**src/rtl/key_tone_scheduler.sv**
```systemverilog
// Shares one square-wave tone generator among debounced keys; the highest eligible key wins.
// Pitch changes and stop are applied only on generator toggle edges so the output never glitches.
module key_tone_scheduler #(
    parameter int unsigned C_CLK_FRQ    = 100_000_000,
    parameter int unsigned C_KEYS       = 8,
    parameter int unsigned C_DIV_W      = 24,
    parameter int unsigned C_HOLD_MS    = 5,
    parameter int unsigned C_RELEASE_MS = 50
) (
    input  logic                        clk,
    input  logic                        rstb,
    input  logic [C_KEYS-1:0]           key,
    input  logic [C_KEYS*C_DIV_W-1:0]   div_tbl,
    input  logic                        tone_edge,
    output logic                        gen_en,
    output logic [C_DIV_W-1:0]          gen_div,
    output logic                        gen_load,
    output logic [$clog2(C_KEYS)-1:0]   active_key
);

    localparam int unsigned KEY_W    = $clog2(C_KEYS);
    localparam int unsigned MS_CYC   = C_CLK_FRQ / 1000;
    localparam int unsigned HOLD_CYC = MS_CYC * C_HOLD_MS;
    localparam int unsigned REL_CYC  = MS_CYC * C_RELEASE_MS;
    localparam int unsigned HOLD_W   = $clog2(HOLD_CYC + 1);
    localparam int unsigned REL_W    = $clog2(REL_CYC + 1);

    typedef enum logic [2:0] {
        S_IDLE,
        S_PLAY,
        S_SWITCH,
        S_RELEASE,
        S_STOP
    } state_t;

    state_t              state;
    logic [C_KEYS-1:0]   sync1;
    logic [C_KEYS-1:0]   sync2;
    logic [C_KEYS-1:0]   deb;
    logic [HOLD_W-1:0]   hold_cnt [C_KEYS];
    logic [REL_W-1:0]    rel_cnt;

    logic                win_vld;
    logic [KEY_W-1:0]    win_key;
    logic [C_DIV_W-1:0]  win_div;
    logic                load_ok;

    // Synchronize each key, then accept a new level only after it has been stable for the hold time
    always_ff @(posedge clk or negedge rstb) begin
        if (!rstb) begin
            sync1 <= '0;
            sync2 <= '0;
            deb   <= '0;
            for (int i = 0; i < C_KEYS; i++) hold_cnt[i] <= '0;
        end else begin
            sync1 <= key;
            sync2 <= sync1;
            for (int i = 0; i < C_KEYS; i++) begin
                if (sync2[i] == deb[i]) begin
                    hold_cnt[i] <= '0;
                end else if (hold_cnt[i] == HOLD_W'(HOLD_CYC - 1)) begin
                    deb[i]      <= sync2[i];
                    hold_cnt[i] <= '0;
                end else begin
                    hold_cnt[i] <= hold_cnt[i] + HOLD_W'(1);
                end
            end
        end
    end

    // Highest debounced key with a non-zero half-period wins
    always_comb begin
        win_vld = 1'b0;
        win_key = '0;
        win_div = '0;
        for (int i = 0; i < C_KEYS; i++) begin
            if (deb[i] && (div_tbl[i*C_DIV_W +: C_DIV_W] != '0)) begin
                win_vld = 1'b1;
                win_key = KEY_W'(i);
                win_div = div_tbl[i*C_DIV_W +: C_DIV_W];
            end
        end
    end

    // A load directly after another load is deferred to the next toggle edge
    assign load_ok = tone_edge && !gen_load;

    always_ff @(posedge clk or negedge rstb) begin
        if (!rstb) begin
            state      <= S_IDLE;
            rel_cnt    <= '0;
            gen_en     <= 1'b0;
            gen_div    <= '0;
            gen_load   <= 1'b0;
            active_key <= '0;
        end else begin
            gen_load <= 1'b0;
            case (state)
                S_IDLE: begin
                    if (win_vld) begin
                        gen_div    <= win_div;
                        gen_load   <= 1'b1;
                        gen_en     <= 1'b1;
                        active_key <= win_key;
                        state      <= S_PLAY;
                    end
                end
                S_PLAY: begin
                    if (!win_vld) begin
                        rel_cnt <= '0;
                        state   <= S_RELEASE;
                    end else if (win_key != active_key) begin
                        if (load_ok) begin
                            gen_div    <= win_div;
                            gen_load   <= 1'b1;
                            active_key <= win_key;
                        end else begin
                            state <= S_SWITCH;
                        end
                    end
                end
                S_SWITCH: begin
                    if (!win_vld) begin
                        rel_cnt <= '0;
                        state   <= S_RELEASE;
                    end else if (win_key == active_key) begin
                        state <= S_PLAY;
                    end else if (load_ok) begin
                        gen_div    <= win_div;
                        gen_load   <= 1'b1;
                        active_key <= win_key;
                        state      <= S_PLAY;
                    end
                end
                S_RELEASE: begin
                    if (win_vld) begin
                        state <= (win_key == active_key) ? S_PLAY : S_SWITCH;
                    end else if (rel_cnt == REL_W'(REL_CYC - 1)) begin
                        state <= S_STOP;
                    end else begin
                        rel_cnt <= rel_cnt + REL_W'(1);
                    end
                end
                S_STOP: begin
                    if (win_vld) begin
                        state <= S_SWITCH;
                    end else if (tone_edge) begin
                        gen_en <= 1'b0;
                        state  <= S_IDLE;
                    end
                end
                default: state <= S_IDLE;
            endcase
        end
    end

endmodule

```
**config.mk**
```make
export PLATFORM = sky130hd
export DESIGN_NAME = key_tone_scheduler
export DESIGN_NICKNAME = d
export VERILOG_FILES = /design/src/rtl/key_tone_scheduler.sv
export SDC_FILE = /design/constraint.sdc
export NUM_CORES = 1
export LEC_CHECK = 0
export BUFFER_PORTS_ARGS = -buffer_cell sky130_fd_sc_hd__buf_2
export CAP_MARGIN = 10
export CORE_UTILIZATION = 57
export CTS_CLUSTER_DIAMETER = 80
export DETAILED_ROUTE_END_ITERATION = 16
export PLACE_DENSITY = 0.77
export SLEW_MARGIN = 20
export SYNTH_ARGS = -nofsm -noshare
export SYNTH_HDL_FRONTEND = slang
export SYNTH_SLANG_ARGS = --single-unit
export TNS_END_PERCENT = 5
```
**constraint.sdc**
```tcl
create_clock -name clk -period 3.2 [get_ports clk]
set_clock_uncertainty 0.2 [all_clocks]
set_input_delay 0.64 -clock clk [delete_from_list [all_inputs] [get_ports clk]]
set_output_delay 0.64 -clock clk [all_outputs]
set_load 0.1 [all_outputs]
```
* Yosys cells after proc, flatten, opt, wreduce, memory -nomap -nowiden
Index checks and enable logic that the tools add are counted.
W data, S select, Z words.
** Storage, ports and cells
- Bits in registers :: 231
- Bits in latches :: 0
- Memory bits (writable) :: 0
- Memory bits (read-only) :: 0
- Input port bits :: 203
- Output and inout port bits :: 29
- Logic and storage cells :: 195
- Memories :: 0
** Cells by class
- Add/subtract/negate cells :: 9
- Multipliers :: 0
- Div/mod/pow operators :: 0
- Order comparisons :: 0
- Equality and inequality tests :: 38
- Shifts and indexed selects :: 0
- Multiplexer cells :: 81
- Bitwise operators :: 8
- Reduce and logical (&&, ||, !) cells :: 35
** Operators with widths (number)
- $mux W24 :: 14
- $mux W19 :: 16
- $reduce_bool A24 Y1 :: 8
- $add A19 B1 Y19 const B :: 8
- $eq A19 B19 Y1 const B :: 8
- $pmux W24 S3 :: 1
- $mux W23 :: 3
- $mux W3 :: 23
- $pmux W23 S2 :: 1
- $add A23 B1 Y23 const B :: 1
- $eq A23 B23 Y1 const B :: 1
- $ne A2 B2 Y1 const B :: 10
- $mux W1 :: 18
- $reduce_and A2 Y1 :: 8
- $pmux W3 S5 :: 1
- $ne A3 B3 Y1 const B :: 4
- $reduce_and A6 Y1 :: 2
- $logic_and A1 B1 Y1 :: 9
- $pmux W3 S3 :: 1
- $eq A1 B1 Y1 :: 8
- $not A1 Y1 :: 8
- $reduce_and A4 Y1 :: 2
- $eq A3 B2 Y1 const B :: 2
- $ne A4 B4 Y1 const B :: 1
- other kinds (12) :: 13

* Depth between registers and ports, before layout
Gate-level depths: netlist of the first run.
- Word-level depth :: 14
- Gate-level depth with buffers :: 12

* Worst setup path before layout of the first run
Ideal clock, no wire load.
- Path kind :: in2reg
- Start point :: input div_tbl[37]
- End point :: register gen_div[13]
- Setup time :: 0.126 ns
- Arrival time :: 2.884 ns
- Data required time :: 2.874 ns
- Slack :: -0.010 ns
- Cell stages on the path :: 10
- Buffers on the path :: 1
- Cell sequence :: nor4_1 > nand4_1 > o21ai_4 > clkbuf_1 > mux2_2 > a222oi_1 > a21oi_1 > nand2_1 > a31oi_1 > mux2_4
** On the way
- Longest elaborated chain between the ends :: 13
- Elaborated cells on any way between the ends :: 38
- Those cells by class :: eq/ne: 7; mux: 28; reduce/logical: 3
** Ends and longest elaborated chain
- start: declaration :: RTL line 13 : input logic [C_KEYS*C_DIV_W-1:0] div_tbl,
- $reduce_bool A24 Y1 :: RTL line 77 : if (deb[i] && (div_tbl[i*C_DIV_W +: C_DIV_W] != '0)) begin
- $logic_and A1 B1 Y1 :: RTL line 77
- $mux W24 (7 in series) :: RTL line 77
- $mux W24 :: RTL line 113, 128
- $mux W24 (on tied branches) :: RTL line 126, 112
- $mux W24 (on tied branches) :: RTL line 123, 109
- $pmux W24 S3 :: RTL line 98 : case (state)
- end signal: assignment :: RTL line 101 : gen_div <= win_div;
- end signal: assignment :: RTL line 114 : gen_div <= win_div;
- end signal: assignment :: RTL line 129 : gen_div <= win_div;
- end: declaration :: RTL line 16 : output logic [C_DIV_W-1:0] gen_div,
Several ways; a longest one is shown, not always the timed one. The select of a mux whose other input is x is not followed.
A chain may end at the register's enable or synchronous reset.

* Worst setup path after layout of the first run
- Start point :: input div_tbl[172]
- End point :: register gen_div[23]
** On the way
- Longest elaborated chain between the ends :: 7
- Elaborated cells on any way between the ends :: 20
- Those cells by class :: eq/ne: 7; mux: 10; reduce/logical: 3
** Ends and longest elaborated chain (RTL line)
- $reduce_bool A24 Y1 * :: 77
- $logic_and A1 B1 Y1 * :: 77
- $mux W24 :: 77
- $mux W24 :: 113, 128
- $mux W24 (on tied branches) :: 126, 112
- $mux W24 (on tied branches) :: 123, 109
- $pmux W24 S3 :: 98
Every way passes the cells marked *; elsewhere a longest branch is shown, timed or not. The select of a mux whose other input is x is not followed.

==> flow_summary.yaml, run 1 <==
yosys:
  seq_area_frac_synth: 0.459
  syn_avg_cell_area_um2: 9.45
  syn-instance-count: 1334
  ys_seq_elements: 231
  synth_xor_area_frac: 0.106
  synthArstFlopShare: 1.00
  synth_nets: 1546
  ys.flop_type: "dfrtp_1"
  yosys.area_share.simple: 0.243
  synth_compound_area_frac: 0.0965
  synth_fa_ha_area_frac: 0.00973
  yosys_warnings: 0
  synth_top_family_by_area: "simple AND/OR/NAND/NOR gates"
  synth-edff-count: 0
  synth.area.mux_share: 0.0608
  synth_cell_types: 64
  synth_area_um2: 12600
setup_path:
  worst-path-max-fanout: 13
  crit_path_start_kind: "input pin"
  arrival_ps: 3260
  cpPeakStageDelay_ps: 380
  slowest_stage: "nor4_2"
  rr_worst_depth: 10
  r2r-end: "state[0]"
  r2r_slack_ps: 340
  critPathRequiredTime_ps: 3400
  r2r-start: "rel_cnt[0]"
  path_class: "in2reg"
  cp_cell_sequence: "buf_2 > nor4_2 > buf_4 > nand4_1 > o21a_1 > nor2_4 > o22ai_1 > nand3b_2 > a21oi_2 > o211a_4 > buf_12 > mux2_2"
  endpoint_kind: "flip-flop"
floorplanning:
  num_rows: 54
  die_w_um: 151
  core_area_um2: 21800
  ios: 232
  initial_utilization: 0.579
  dieArea_um2: 22700
  die_h_um: 151
detailed_routing:
  postRouteAntennaNets: 0
  post_drt_wl_per_cell_um: 17.9
  drt_iter0_markers: 848
  vias_per_cell: 5.79
  vias: 11711
  drc: 0
  wirelength_um: 36100
  drt_first_pass_iters: 5
timing:
  worst_slack_ps: 137
  final-max-slew-violation-count: 0
  fmax_ghz: 0.326
  rsz0062_at_grt: "false"
  worst_slew_pin_slew_ps: 584
  min_period_ps: 3060
  setup_viol: 0
  hold_viol: 0
  final.setup.tns_ps: 0
  period_share: 0.957
  maxSlewHeadroom: 0.613
global_route:
  grt_pass1_vias: 11719
  grt_pass1_wl_um: 57300
  grt_max_degree: 69
  grt_usage: 0.323
  overflow: 0
  antenna_found_initial: 1
worst_hold_path:
  hold_path_class: "in2reg"
  worstHoldStart: "key[5]"
  min_to: "sync1[5]"
  hold_depth: 1
clocking:
  cts.sinks: 231
  cts_max_path_buffers: 3
  numCtsBuffers: 24
  root_buffer: "clkbuf_16"
  tritoncts: "done"
  cts_max_level: 1
  clk_pin_slew_worst_paths_ps: 60
  clock_latency_ps: 530
placed_design:
  portBuffers: 231
  place_ws_ps: -663
  finalWeightedCongestion: 0.995
  hpwl_um: 27500
  place_area_um2: 15300
cells_and_area:
  final_cell_mix: "231 x dfrtp_1, 230 x buf_2, 221 x nor2_1, 177 x buf_4, 111 x nand2_1"
  syn_to_final_growth_pct: 28.7
  final_common_cell: "dfrtp_1"
  final_area_um2: 16200
  antenna_cells: 0
  nets: 1935
  drive_gt1_frac: 0.309
pwr:
  power.density_nw_per_um2: 387
  ir_worst_vdd_uv: 350
  design_power_total_mw: 6.28
  power.leakage_nw: 7.49
outcome:
  outcome: "finished, final reports clean"
flow_run:
  cap_violations: 0
[layout make-up]
type / instances / area (um^2)
Multi-Input combinational cell: 1030 / 6580
Clock buffer: 40 / 721
Fill cell: 1600 / 5540
Tap cell: 280 / 350
Clock inverter: 4 / 81.3
Inverter: 21 / 78.8
Sequential cell: 231 / 5780
Timing Repair Buffer: 415 / 2630
[per-stage QoR]
stage | hold slack, ps | util | std cells
final | 16.6 | 0.746 | 2021
after global routing | 10.6 | 0.746 | 2021
after CTS | 3.81 | 0.743 | 2021
after detailed placement | 136 | 0.705 | 1976
after global placement | 133 | 0.705 | 1976
after floorplan | 131 | - | 1334
[report_power, final]
part	switching, mW	total (mW)	internal (mW)
Clock	1.14	2.83	1.69
Sequential	0.0309	2.99	2.96
Combinational	0.238	0.462	0.225
Total	1.41	6.28	4.87
[kinds of logic after synthesis]
logic type | count (synthesis)
AOI/OAI and AO/OA | 186
muxes | 62
DFF | 231
and+or+nand+nor | 621
buffers and inverters | 73
adders and majority gates | 10
xor gates and xnor gates | 151
[metal layers]
layer | wire, um | vias up | GRT usage
li1 | - | 5558 | -
met5 | 17 | - | 0
met1 | 15500 | 5647 | 0.429
met2 | 17100 | 412 | 0.539
met3 | 2250 | 92 | 0.0512
met4 | 1210 | 2 | 0.113
[critical path, delay by kind of cell]
family	cells	cell delay, ps
buffers and inverters	3	480
and+or+nand+nor	4	980
muxes	1	350
AOI/OAI and AO/OA	4	810
[how the worst max path moves through the flow]
stage / startpoint / end / slack (ps)
2_1_floorplan: div_tbl[37] / gen_div[22] / -4
3_3_place_gp: div_tbl[85] / gen_div[12] / -690
3_5_place_dp: div_tbl[85] / gen_div[12] / -660
4_1_cts: div_tbl[132] / state[0] / 20
5_1_grt: div_tbl[109] / state[0] / 4
6_report: div_tbl[172] / gen_div[23] / 140
[Yosys cell counts, types with 3 or more instances]
library cell	n	area [um^2]
a21oi_1	62	310
a221oi_1	7	61.3
a222oi_1	16	160
a31oi_1	16	100
and2_1	10	62.6
and3_1	26	163
and4_1	11	96.3
buf_1	6	22.5
buf_4	3	22.5
clkbuf_1	38	143
dfrtp_1	231	5780
ha_1	9	113
inv_1	21	78.8
mux2_2	39	439
mux2_4	19	285
mux2i_1	3	30.0
nand2_1	111	417
nand3_1	78	390
nand4_1	31	194
nor2_1	222	833
nor2b_1	3	18.8
nor3_1	15	75.1
nor4_1	59	369
nor4b_1	6	52.6
nor4bb_1	6	60.1
o21a_1	6	45.0
o21ai_0	30	150
o21ai_1	5	25.0
o22ai_1	24	150
or2_2	8	50.1
or3_1	20	125
or4_1	3	22.5
xnor2_1	56	490
xor2_1	94	823
[flip-flops by register name (all words and copies together), names as in the netlist]
name	flops
deb	8
sync2	8
gen_load	1
rel_cnt	23
state	3
gen_div	24
active_key	3
sync1	8
hold_cnt	152
gen_en	1
[what timing repair did]
action,4_1_cts,5_1_grt
endpoints found under the hold margin,38,0
hold buffers,1,0
setup endpoints to repair,27,30
buffers inserted,0,0
gates resized for setup,3,7
pin swaps,0,0
Note: power is estimated with default switching activity, not from simulation.
==> run 2, diff against run 1 <==
CORE_UTILIZATION = 45   (was 57)
PLACE_DENSITY = 0.63   (was 0.77)
==> run 2 against run 1 <==
  * Combinational power up 1%
  * Fmax down 2.5%
  * Worst hold slack worse by 0.62 ps
  * Via count down 2.4%
  * Utilization down 14 points
  * Die area up 26%
  * Worst setup slack worse by 79 ps
  * Wire length up 0.90%
  * Total power up 9.6%
  * Clock power up 21%
  * Final cell count up 4.4%
  * Sequential share of layout area down 0.76 points
  * Critical path type unchanged
==> flow_summary.yaml, run 2 (synthesis gave the netlist of run 1 again) <==
clocking:
  cts.sinks: 231
  cts_max_level: 1
  tritoncts: "done"
  clk_pin_slew_worst_paths_ps: 60
  root_buffer: "clkbuf_16"
  numCtsBuffers: 26
  clock_latency_ps: 530
  cts_max_path_buffers: 3
worst_hold_path:
  worstHoldStart: "key[2]"
  min_to: "sync1[2]"
  hold_depth: 1
  hold_path_class: "in2reg"
cells_and_area:
  nets: 1932
  largest_register_ffs: 152
  final_common_cell: "dfrtp_1"
  final_cell_mix: "231 x dfrtp_1, 230 x buf_2, 222 x nor2_1, 169 x buf_4, 111 x nand2_1"
  top_regs: "hold_cnt: 152 flops, gen_div: 24 flops, rel_cnt: 23 flops"
  utilization: 0.610
  drive_gt1_frac: 0.315
  largest-register: "hold_cnt"
  syn_to_final_growth_pct: 31.5
timing:
  setup_viol: 0
  maxSlewHeadroom: 0.558
  worst_slew_pin_slew_ps: 663
  fmax_ghz: 0.318
  rsz0062_at_grt: "true"
  min_period_ps: 3140
  period_share: 0.982
  hold_ws_ps: 15.9
  final-max-slew-violation-count: 0
  hold_viol: 0
setup_path:
  endpoint_kind: "flip-flop"
  critPathRequiredTime_ps: 3420
  r2r_slack_ps: 360
  r2r-end: "rel_cnt[22]"
  r2r-start: "rel_cnt[0]"
  rr_worst_depth: 11
  worst-path-max-fanout: 5
  crit_path_start_kind: "input pin"
  arrival_ps: 3360
  path_class: "in2reg"
detailed_routing:
  top_layer: "met5"
  vias: 11433
  met3_wirelength_um: 2230
  drc: 0
  post_drt_wl_per_cell_um: 17.3
  route.met2.wl_um: 17100
  drt_iter0_markers: 779
  wirelength_um: 36500
  drt_first_pass_iters: 5
  wl_met1_um: 16100
  vias_per_cell: 5.42
  postRouteAntennaNets: 0
floorplanning:
  num_rows: 60
  dieArea_um2: 28700
  die_w_um: 169
  initial_utilization: 0.464
  ios: 232
  core_area_um2: 27200
  die_h_um: 169
global_route:
  grt_usage: 0.258
  overflow: 0
  antenna_found_initial: 3
  grt_pass1_wl_um: 58400
  grt_max_degree: 81
  grt_pass1_vias: 11277
outcome:
  outcome: "finished, final reports clean"
placed_design:
  portBuffers: 231
  finalWeightedCongestion: 0.903
  hpwl_um: 28000
flow_run:
  cap_violations: 0
pwr:
  power.density_nw_per_um2: 415
  design_power_total_mw: 6.88
  ir_worst_vdd_uv: 341
  power.leakage_nw: 7.59
run 2: cell types whose count changed in the layout (fill, tap and decap cells not counted), sizes merged:
cell	before	now
buf	414	407
bufinv	2	6
clkbuf	40	36
dlygate4sd3	1	3
clkinv	2	1
clkinvlp	0	1
diode	0	1
inv	21	22
run 2: worst max path at each step:
stage | to | from | slack, ps | cells past startpoint
floorplan | gen_div[22] | div_tbl[37] | -4 | 10
finish | state[0] | div_tbl[61] | 60 | 11
detailed placement | gen_div[4] | div_tbl[120] | -660 | 13
global route | state[0] | div_tbl[61] | -70 | 11
CTS | state[0] | div_tbl[132] | 50 | 10
global placement | state[0] | div_tbl[120] | -560 | 11
run 2: final cells by class:
type                       instances  area, um^2
sequential                       231        5780
tap                              372         465
multi-input combinational       1030        6640
timing repair buffer             410        2610
clock inverter                     9         201
inverter                          21        78.8
antenna                            1        2.50
clock buffer                      36         800
fill                            2370       10600
run 2: through the flow:
step | cell area (um^2) | TNS, ps | setup WS, ps | instances
after floorplan | 12600 | -6.82 | -3.55 | 1334
after global placement | 15400 | -24180 | -562 | 2059
after detailed placement | 15400 | -29750 | -665 | 2059
after CTS | 16400 | 0 | 48.1 | 2106
after global routing | 16600 | -69.5 | -69.5 | 2110
final | 16600 | 0 | 58.3 | 2110
run 2: worst max-delay path: stages:
cell and delay, ps:
buf_2 110, nor4_1 360, buf_4 190, nand4_1 130
o21a_1 260, o211a_1 250, o21ai_2 190, xnor2_2 130
a2111oi_1 510, nand4bb_1 250, mux2_1 340
run 2: timing repair:
action	in CTS	in global routing
hold buffers	2	1
setup buffers	0	2
hold endpoints to repair	75	1
setup endpoints to repair	32	51
pin swaps	1	4
resized for setup	3	15
run 2: power breakdown:
group,internal [mW],leakage [nW],switching [mW]
clock,2.21,0.491,1.22
combinational,0.222,3.93,0.244
sequential,2.96,3.16,0.0314
total,5.39,7.59,1.49
run 2: routing by layer:
layer | vias up | track usage
met5 | - | 0
met4 | 4 | 0.0713
met3 | 66 | 0.0436
met2 | 362 | 0.425
met1 | 5461 | 0.350
li1 | 5540 | -
==> run 3, diff against run 2 <==
RECOVER_POWER = 50   (was default)
==> run 3 against run 2 <==
  * The run now ends with capacitance limit, slew limit left
  * Sequential power about the same
  * Wire length about the same
  * Non-clock buffer count unchanged
  * Count of clock-buffer cells in the layout unchanged
  * Utilization fell by 0.10 points
  * Largest power group unchanged
  * Register-to-register slack barely moved
  * Final cell count stayed put
  * First-iteration DRC count is 0.39% higher
  * Critical endpoint unchanged
==> flow_summary.yaml, run 3 (synthesis gave the netlist of run 1 again) <==
detailed_routing:
  drt_first_pass_iters: 5
  drt_iter0_markers: 782
  top_layer: "met5"
  wirelength_um: 36500
  vias: 11434
  wl_met1_um: 16200
  drc: 0
  route.met2.wl_um: 17200
  met3_wirelength_um: 2100
  post_drt_wl_per_cell_um: 17.3
  vias_per_cell: 5.42
  postRouteAntennaNets: 0
setup_path:
  worst-path-buf-inv: 2
  cp_cell_sequence: "buf_2 > nor4_1 > buf_4 > nand4_1 > o21a_1 > o211a_1 > o21ai_2 > xnor2_2 > a2111oi_1 > nand4bb_1 > mux2_1"
  slowest_stage: "a2111oi_1"
  worst-path-max-fanout: 5
  rr_worst_depth: 11
  r2r-end: "rel_cnt[22]"
  path_class: "in2reg"
  cp-endpoint: "state[0]"
  crit_path_start_kind: "input pin"
  cp.depth: 11
  critPathTopFamily: "compound AO/OA/AOI/OAI gates"
  endpoint_kind: "flip-flop"
  r2r-start: "rel_cnt[0]"
  r2r_slack_ps: 360
  critPathRequiredTime_ps: 3420
  cpPeakStageDelay_ps: 520
  arrival_ps: 3360
  startpoint: "div_tbl[61]"
pwr:
  power.density_nw_per_um2: 416
  design_power_total_mw: 6.88
  power.leakage_nw: 7.58
  ir_worst_vdd_uv: 341
global_route:
  overflow: 0
  antenna_found_initial: 3
  grt_usage: 0.258
  grt_pass1_vias: 11277
  grt_pass1_wl_um: 58400
  grt_max_degree: 81
timing:
  rsz0062_at_grt: "true"
  period_share: 0.982
  setup_viol: 0
  final.setup.tns_ps: 0
  min_period_ps: 3140
  final-max-slew-violation-count: 81
  hold_viol: 0
  worst_slack_ps: 57.4
  worst_slew_pin_slew_ps: 2110
  fmax_ghz: 0.318
  maxSlewHeadroom: -0.407
floorplanning:
  initial_utilization: 0.464
  die_w_um: 169
  num_rows: 60
  dieArea_um2: 28700
  ios: 232
  die_h_um: 169
  core_area_um2: 27200
cells_and_area:
  final_common_cell: "dfrtp_1"
  largest-register: "hold_cnt"
  drive_gt1_frac: 0.315
  top_regs: "hold_cnt: 152 flops, gen_div: 24 flops, rel_cnt: 23 flops"
  syn_to_final_growth_pct: 31.3
  final_cell_mix: "231 x dfrtp_1, 230 x buf_2, 222 x nor2_1, 169 x buf_4, 111 x nand2_1"
  largest_register_ffs: 152
  nets: 1932
outcome:
  violations: "capacitance limit, slew limit"
  outcome: "finished with violations"
placed_design:
  place_ws_ps: -665
  hpwl_um: 28000
  finalWeightedCongestion: 0.903
  portBuffers: 231
worst_hold_path:
  hold_depth: 1
  hold_path_class: "in2reg"
clocking:
  cts_max_level: 1
  root_buffer: "clkbuf_16"
  clk_pin_slew_worst_paths_ps: 60
  numCtsBuffers: 26
  cts_max_path_buffers: 3
  clock_latency_ps: 530
  cts.sinks: 231
  tritoncts: "done"
flow_run:
  cap_violations: 1
run 3: cell count changes in the layout (fill, tap and decap cells not counted):
| cell | previous run | this run |
|---|---|---|
| buf_12 | 7 | 5 |
| clkbuf_2 | 0 | 1 |
| buf_6 | 0 | 2 |
| buf_8 | 1 | 0 |
run 3: worst min-delay path by stage:
| stage | start | end |
|---|---|---|
| after floorplan | sync1[0] | sync2[0] |
| after global placement | sync1[0] | sync2[0] |
| after detailed placement | sync1[4] | sync2[4] |
| after CTS | key[4] | sync1[4] |
| after global routing | key[2] | sync1[2] |
| final | key[2] | sync1[2] |
run 3: stage by stage:
step | instance area (um^2) | cells | hold WS, ps | util
6_report | 16500 | 2110 | 15.8 | 0.609
5_1_grt | 16500 | 2110 | 0.850 | 0.609
4_1_cts | 16400 | 2106 | 2.19 | 0.605
3_5_place_dp | 15400 | 2059 | 136 | 0.567
3_3_place_gp | 15400 | 2059 | 134 | 0.567
2_1_floorplan | 12600 | 1334 | 131 | -
run 3: per-layer routing:
metal	track usage	up-vias
li1	-	5541
met2	0.425	358
met4	0.0713	4
met5	0	-
met3	0.0436	66
met1	0.350	5465
run 3: cell type report:
type	count	area, um^2
Inverter	21	78.8
Timing Repair Buffer	410	2580
Clock inverter	9	201
Antenna cell	1	2.50
Clock buffer	36	800
Tap cell	372	465
Sequential cell	231	5780
Fill cell	2375	10600
Multi-Input combinational cell	1030	6640
run 3: timing repair:
action                                  in CTS  in global routing
endpoints found under the hold margin       75                  1
gates resized for setup                      3                 15
setup buffers                                0                  2
gates cloned                                 0                  0
pin swaps                                    1                  4
hold buffers                                 2                  1
endpoints found under the setup margin      32                 51
run 3: power breakdown:
group / internal, mW / switching [mW]
Sequential: 2.96 / 0.0315
Clock: 2.21 / 1.22
Combinational: 0.219 / 0.244
Total: 5.39 / 1.49
run 3: worst register-to-register path: cells and delay by family, from the launching register on:
kind,cells,cell delay [ps]
xor+xnor,1,160
buf+inv,1,160
fa+ha+maj,1,170
flops,1,370
simple gates,6,1030
compound gates,2,630
